<file path="src/rtl/uart_tx_buffered.sv">
// uart_tx_buffered: 8N1 UART transmitter with a one-byte holding register.
//
// Sits directly downstream of the typing-test core. The core strobes tx_go
// with tx_byte. If the line is idle, the byte starts a frame at once.
// Otherwise the byte waits in the holding register, so the next frame
// follows the current one with only the single CLEANUP cycle between them.
//
// Parameters:
//   CLKS_PER_BIT - clock cycles per UART bit (>= 2), 434 = 50 MHz / 115200
//
// Ports:
//   clk        - system clock, rising edge
//   rst        - asynchronous, active-high reset
//   tx_go      - byte-valid strobe from the core
//   tx_byte    - byte to send, valid with tx_go
//   tx_ready   - holding register empty; a tx_go this cycle is accepted
//   tx_active  - frame in progress (START, DATA, STOP or CLEANUP)
//   tx_serial  - UART line, idle high, registered
//   tx_done    - one-cycle pulse in the CLEANUP cycle after the stop bit
//   tx_overrun - one-cycle pulse after a tx_go that arrived while tx_ready=0
module uart_tx_buffered #(
  parameter int CLKS_PER_BIT = 434
) (
  input  logic       clk,
  input  logic       rst,
  input  logic       tx_go,
  input  logic [7:0] tx_byte,
  output logic       tx_ready,
  output logic       tx_active,
  output logic       tx_serial,
  output logic       tx_done,
  output logic       tx_overrun
);

  localparam int CNT_W = (CLKS_PER_BIT > 2) ? $clog2(CLKS_PER_BIT) : 1;
  localparam logic [CNT_W-1:0] CNT_LAST = CNT_W'(CLKS_PER_BIT - 1);

  typedef enum logic [2:0] {
    IDLE    = 3'd0,
    START   = 3'd1,
    DATA    = 3'd2,
    STOP    = 3'd3,
    CLEANUP = 3'd4
  } state_t;

  state_t           state;
  logic [CNT_W-1:0] clk_cnt;
  logic [2:0]       bit_idx;
  logic [7:0]       shift_reg;
  logic [7:0]       hold_reg;
  logic             hold_vld;

  logic             accept;
  logic             bit_end;
  logic             load_direct;
  logic             load_hold;
  logic             write_hold;

  // tx_ready mirrors !hold_vld, so in CLEANUP an accepted tx_go always means
  // the holding register is empty and the byte can go straight to the shifter.
  assign accept      = tx_go & tx_ready;
  assign bit_end     = (clk_cnt == CNT_LAST);
  assign load_direct = accept & ((state == IDLE) | (state == CLEANUP));
  assign load_hold   = (state == CLEANUP) & hold_vld;
  assign write_hold  = accept & (state != IDLE) & (state != CLEANUP);

  // Byte storage: contents only matter while the matching valid/state says so.
  always_ff @(posedge clk) begin
    if (load_hold) begin
      shift_reg <= hold_reg;
    end else if (load_direct) begin
      shift_reg <= tx_byte;
    end
    if (write_hold) begin
      hold_reg <= tx_byte;
    end
  end

  // Frame sequencing with registered line and status outputs.
  always_ff @(posedge clk or posedge rst) begin
    if (rst) begin
      state      <= IDLE;
      clk_cnt    <= '0;
      bit_idx    <= '0;
      hold_vld   <= 1'b0;
      tx_ready   <= 1'b1;
      tx_active  <= 1'b0;
      tx_serial  <= 1'b1;
      tx_done    <= 1'b0;
      tx_overrun <= 1'b0;
    end else begin
      tx_done    <= 1'b0;
      tx_overrun <= tx_go & ~tx_ready;

      if (write_hold) begin
        hold_vld <= 1'b1;
        tx_ready <= 1'b0;
      end

      case (state)
        IDLE: begin
          clk_cnt   <= '0;
          bit_idx   <= '0;
          tx_serial <= 1'b1;
          tx_active <= 1'b0;
          if (load_direct) begin
            state     <= START;
            tx_serial <= 1'b0;
            tx_active <= 1'b1;
          end
        end

        START: begin
          if (bit_end) begin
            clk_cnt   <= '0;
            bit_idx   <= '0;
            state     <= DATA;
            tx_serial <= shift_reg[0];
          end else begin
            clk_cnt <= clk_cnt + CNT_W'(1);
          end
        end

        DATA: begin
          if (bit_end) begin
            clk_cnt <= '0;
            if (bit_idx == 3'd7) begin
              state     <= STOP;
              tx_serial <= 1'b1;
            end else begin
              bit_idx   <= bit_idx + 3'd1;
              tx_serial <= shift_reg[bit_idx + 3'd1];
            end
          end else begin
            clk_cnt <= clk_cnt + CNT_W'(1);
          end
        end

        STOP: begin
          if (bit_end) begin
            clk_cnt <= '0;
            state   <= CLEANUP;
            tx_done <= 1'b1;
          end else begin
            clk_cnt <= clk_cnt + CNT_W'(1);
          end
        end

        CLEANUP: begin
          clk_cnt <= '0;
          bit_idx <= '0;
          if (hold_vld) begin
            hold_vld  <= 1'b0;
            tx_ready  <= 1'b1;
            state     <= START;
            tx_serial <= 1'b0;
          end else if (load_direct) begin
            state     <= START;
            tx_serial <= 1'b0;
          end else begin
            state     <= IDLE;
            tx_active <= 1'b0;
          end
        end

        default: begin
          state     <= IDLE;
          tx_serial <= 1'b1;
          tx_active <= 1'b0;
        end
      endcase
    end
  end

endmodule
</file>
<file path="config.mk">
export PLATFORM = sky130hd
export DESIGN_NAME = uart_tx_buffered
export DESIGN_NICKNAME = d
export VERILOG_FILES = /design/src/rtl/uart_tx_buffered.sv
export SDC_FILE = /design/constraint.sdc
export NUM_CORES = 1
export LEC_CHECK = 0
export ABC_AREA = 1
export ABC_CLOCK_PERIOD_IN_PS = 1700
export CORE_MARGIN = 8
export CORE_UTILIZATION = 25
export CTS_BUF_LIST = sky130_fd_sc_hd__clkbuf_16
export DETAILED_ROUTE_END_ITERATION = 7
export GPL_TIMING_DRIVEN = 0
export PLACE_DENSITY = 0.49
export SETUP_SLACK_MARGIN = 0.05
export SLEW_MARGIN = 20
export SYNTH_ARGS = -nofsm -noshare
export SYNTH_HDL_FRONTEND = slang
export SYNTH_SLANG_ARGS = --single-unit
export TNS_END_PERCENT = 5
</file>
<file path="constraint.sdc">
create_clock -name clk -period 1.7 [get_ports clk]
set_input_delay 0.255 -clock clk [delete_from_list [all_inputs] [get_ports clk]]
set_output_delay 0.255 -clock clk [all_outputs]
set_load 0.01 [all_outputs]
</file>
Word level (Yosys, flattened, before mapping)
Cells that the tools add are included.
{ "word_totals": {"register_bits": 37, "in_bits": 11, "output_inout_bits": 5, "word_cells": 88} }
{ "classes": {"n_addsub": 2, "order_cmp": 1, "n_eq_ne": 16, "n_mux": 37, "bitwise": 10, "n_reduce_logical": 11} }
{ "ops": {"columns": ["cell", "n"], "rows": [
  ["$mux 3", 8],
  ["$mux 1", 20],
  ["$pmux 9 s2", 1],
  ["$mux 8", 2],
  ["$ne 2x2->1 const B", 8],
  ["$pmux 3 s5", 1],
  ["$add 9x1->9 const B", 1],
  ["$eq 9x9->1 const B", 1],
  ["$mux 9", 1],
  ["$pmux 3 s3", 1],
  ["$reduce_and 4->1", 2],
  ["$and 1x1->1", 6],
  ["$eq 3x2->1 const B", 2],
  ["$eq 3x3->1 const B", 2],
  ["$ne 3x3->1 const B", 2],
  ["$reduce_bool 3->1", 2],
  ["$pmux 1 s5", 1],
  ["$reduce_and 5->1", 1],
  ["$lt 3x4->1 const B", 1],
  ["$reduce_bool 2->1", 2],
  ["$add 3x1->3 const B", 1],
  ["$bmux 1 s3", 1],
  ["$eq 3x1->1 const B", 1],
  ["$logic_not 3->1", 1],
  ["6 further kinds", 8]
]} }

Logic depth before layout (Yosys ltp)
{ "depth": {"word_depth": 6, "mapped_depth": 10, "mapped_depth_nobuf": 10} }

Least setup slack after synthesis
Ideal clock, no wire load.
{ "synth_timing": {"path_kind": "register to register", "start": "reg tx_ready", "end": "reg hold_reg[0], enable pin", "t_arrival_ns": 1.057, "required_ns": 1.326, "setup_slack_ns": 0.270, "stages_incl_launch_ff": 3, "period_less_slack_ns": 1.430, "path_cell_list": "dfstp_2 > nand2_1 > nor2_1"} }
{ "synth_between": {"elab_chain_len": 3} }
{ "synth_lines": {"columns": ["element", "line", "rtl"], "rows": [
  ["start: declaration", "28", "output logic tx_ready,"],
  ["start signal: assignment", "86", "tx_ready <= 1'b1;"],
  ["start signal: assignment", "97", "tx_ready <= 1'b0;"],
  ["start signal: assignment", "154", "tx_ready <= 1'b1;"],
  ["$and 1x1->1", "61", "assign accept = tx_go & tx_ready;"],
  ["$and 1x1->1 (2 in a row)", "65", "assign write_hold = accept & (state != IDLE) & (state != CLEANUP);"],
  ["named net write_hold", "57", "logic write_hold;"],
  ["end signal: assignment", "75", "hold_reg <= tx_byte;"],
  ["end: declaration", "50", "logic [7:0] hold_reg;"]
]} }
The timed path passes the listed nets, and every way through them passes these cells.
A chain may end at the register's enable or synchronous reset.

Final worst setup path
{ "layout_timing": {"start": "reg tx_serial", "end": "out tx_serial"} }
{ "layout_lines": {"columns": ["element", "line", "rtl"], "rows": [
  ["start: declaration", "30", "output logic tx_serial,"],
  ["start signal: assignment", "118", "tx_serial <= shift_reg[0];"],
  ["start signal: assignment", "132", "tx_serial <= shift_reg[bit_idx + 3'd1];"]
]} }
No word-level cell between the ends.

==> run summary <==
Total die area -> 0.0101 mm²
Synth Cell Area -> 0.00179 mm²
Wirelength per Cell -> 10.9 µm
Distinct cells, synth -> 25
CTS buffer count -> 5
TritonCTS clock tree -> built
Worst-margin pin slew -> 830 ps
Synth Instances -> 188
Final worst slack -> 101 ps
Max reg flops -> 9
Layout cell share with drive strength beyond 1 -> 0.147
Initial core utilization -> 0.253
# DRC -> 0
Total negative slack -> 0 ps
Vias in the first global route -> 1229
Slew HR -> 0.446
CTS Root Cell -> clkbuf_16
Post-synth top area share -> 0.268
Worst skew pair latency -> 280 ps
Area growth syn-to-layout -> 25.7%
Tcrit/Tclk final -> 0.940
Commonest non-fill, non-tap cell in the layout -> nand2_1
Core area -> 0.00710 mm²
Sequence of cells on the critical path -> clkdlybuf4s50_1
Filler Cells Inserted -> 719
Initial DRC Count -> 61
Largest net degree at the start of global routing -> 22
WP data required -> 1440 ps
Worst path bufs/invs -> 1
Leakage -> 0.000956 µW
Clk slew on worst S/H paths -> 60 ps
Worst Path Arrival -> 1340 ps
Final Hold Fails -> 0
Global-route wire length before repair -> 5.80 mm
Most frequent cells in the layout -> nand2_1, inv_1, dfrtp_1, nor2_1
Seq cells post-synth -> 37
Port bufs -> 15
Critical-path maximum fanout -> 2
Grt ovf -> 0
Post-synth EDFFs -> 16
FP Rows -> 31
Max clock buf depth -> 2
Final Hold Slack -> 446 ps
CTS sink count -> 37
Top FF cell, synth -> dfrtp_1
Avg Inst Size Synth -> 9.54 µm²
Design Power -> 2970 µW
Peak supply drop -> 0.000468 V
Synth warn -> 0
Fmax -> 626 MHz
Clock skew -> 4.05 ps
Placed Instances -> 302
H-tree Lvls -> 2
Die H -> 101 µm
Die span in x -> 101 µm
Max cap viols -> 0
Pwr dens -> 1320 mW/mm²
Antenna Violating Nets Remaining -> 0
Final nets -> 225
RSZ-0062 raised after global routing -> no
GR Util met1 -> 0.0896
Worst path max stage delay -> 540 ps
Grt peak-use layer -> met2
Setup violations, final -> 0
Hold WC Path Type -> input port to asynchronous set/reset pin
Via count -> 1265
Tmin final -> 1600 ps
Syn_nets -> 203
Setup crit end kind -> output pin
CP max-delay cell -> clkdlybuf4s50_1
DRT Pass-1 Iters -> 4
Placement Setup Slack -> -190 ps
Cell family with the largest share of critical-path delay -> buffers and inverters
Total Routed Length -> 3.37 mm
Global placement routability congestion -> 0.778
Largest cells by area after synthesis -> edfxtp_1, dfrtp_1, nand2_1, mux2_2, inv_1
Max-slew violations -> 0
Vias per std cell -> 4.08
Leading area contributor after synthesis -> edfxtp_1
# diodes -> 0
Overall Global Routing Usage -> 0.0726
M3 GR Usage -> 0.0262
Sequential share of the synthesized area -> 0.562
Io pins -> 16
Ys async rst share -> 0.568
Post-CTS Setup Inserts -> 0
Critical path type -> flip-flop to output pin
Outcome -> finished clean
Post-DP HPWL -> 2.39 mm
Post-route insts no fill -> 310
Grt met2 use -> 0.114
Crit start category -> flip-flop
Initial antenna violation count -> 0
path summary, 6_finish.rpt:
check                                  startpoint                     end  slack, ps  cells past startpoint
setup reg to reg             state[1]$_DFFE_PP0P_  shift_reg[4]$_DFFE_PP_        180                      5
max in group asynchronous                     rst  bit_idx[0]$_DFFE_PP0P_        690                      2
hold / removal                                rst  clk_cnt[4]$_DFFE_PP0P_        450                      2
hold reg to reg            bit_idx[1]$_DFFE_PP0P_  bit_idx[1]$_DFFE_PP0P_        500                      2
setup / recovery            tx_serial$_DFFE_PP1P_               tx_serial        100                      1
min in group clk           bit_idx[1]$_DFFE_PP0P_  bit_idx[1]$_DFFE_PP0P_        500                      2
cells in the mapped netlist, drive strengths merged (2+ instances only):
cell	instances
o22ai	7
edfxtp	16
mux2	8
nor3	2
a21oi	3
dfrtp	19
ha	4
nand3	16
inv	25
xor2	3
nand2	50
nor2	19
o21ai	8
dfstp	2
repair_timing:
| action | 4_1_cts | 5_1_grt |
|---|---|---|
| hold buffers | 0 | 0 |
| resized for setup | 1 | 4 |
| setup endpoints to repair | 8 | 10 |
| endpoints found under the hold margin | 0 | 0 |
routing by layer:
metal,share of wire,wire length [µm]
met1,0.48,1630
met2,0.46,1570
met3,0.036,121
met4,0.016,54
met5,0,0
cell families (layout without fill, tap and decap cells):
group           after synthesis  in the layout  share of synthesized area
xor+xnor                      4              4                     0.0195
fa+ha+maj                     4              4                     0.0279
simple gates                 89             89                      0.221
mux                           8              8                     0.0502
flops                        37             37                      0.562
compound gates               21             21                     0.0669
buf+inv                      25             48                     0.0523
stage by stage:
stage                      util  area [µm²]
after floorplan               -        1790
after global placement    0.291        2070
after detailed placement  0.291        2070
after CTS                 0.315        2240
after global routing      0.318        2260
final                     0.318        2260
area by class of cell:
| cell class | count | area [µm²] | area share |
|---|---|---|---|
| clock buffer | 5 | 125 | 0.0555 |
| clock inverter | 3 | 41.3 | 0.0183 |
| inverter | 25 | 93.8 | 0.0416 |
| multi-input combinational | 126 | 709 | 0.314 |
| sequential | 37 | 1010 | 0.448 |
| tap | 99 | 124 | 0.0549 |
| timing repair buffer | 15 | 153 | 0.0677 |
where the power goes:
group | total [µW] | switching (µW) | leakage (µW) | internal, µW
Combinational | 787 | 482 | 0.000463 | 305
Clock | 1040 | 356 | 0.0000775 | 686
Sequential | 1140 | 101 | 0.000416 | 1040
Total | 2970 | 938 | 0.000956 | 2030
Power figures use the tool's default switching activity.
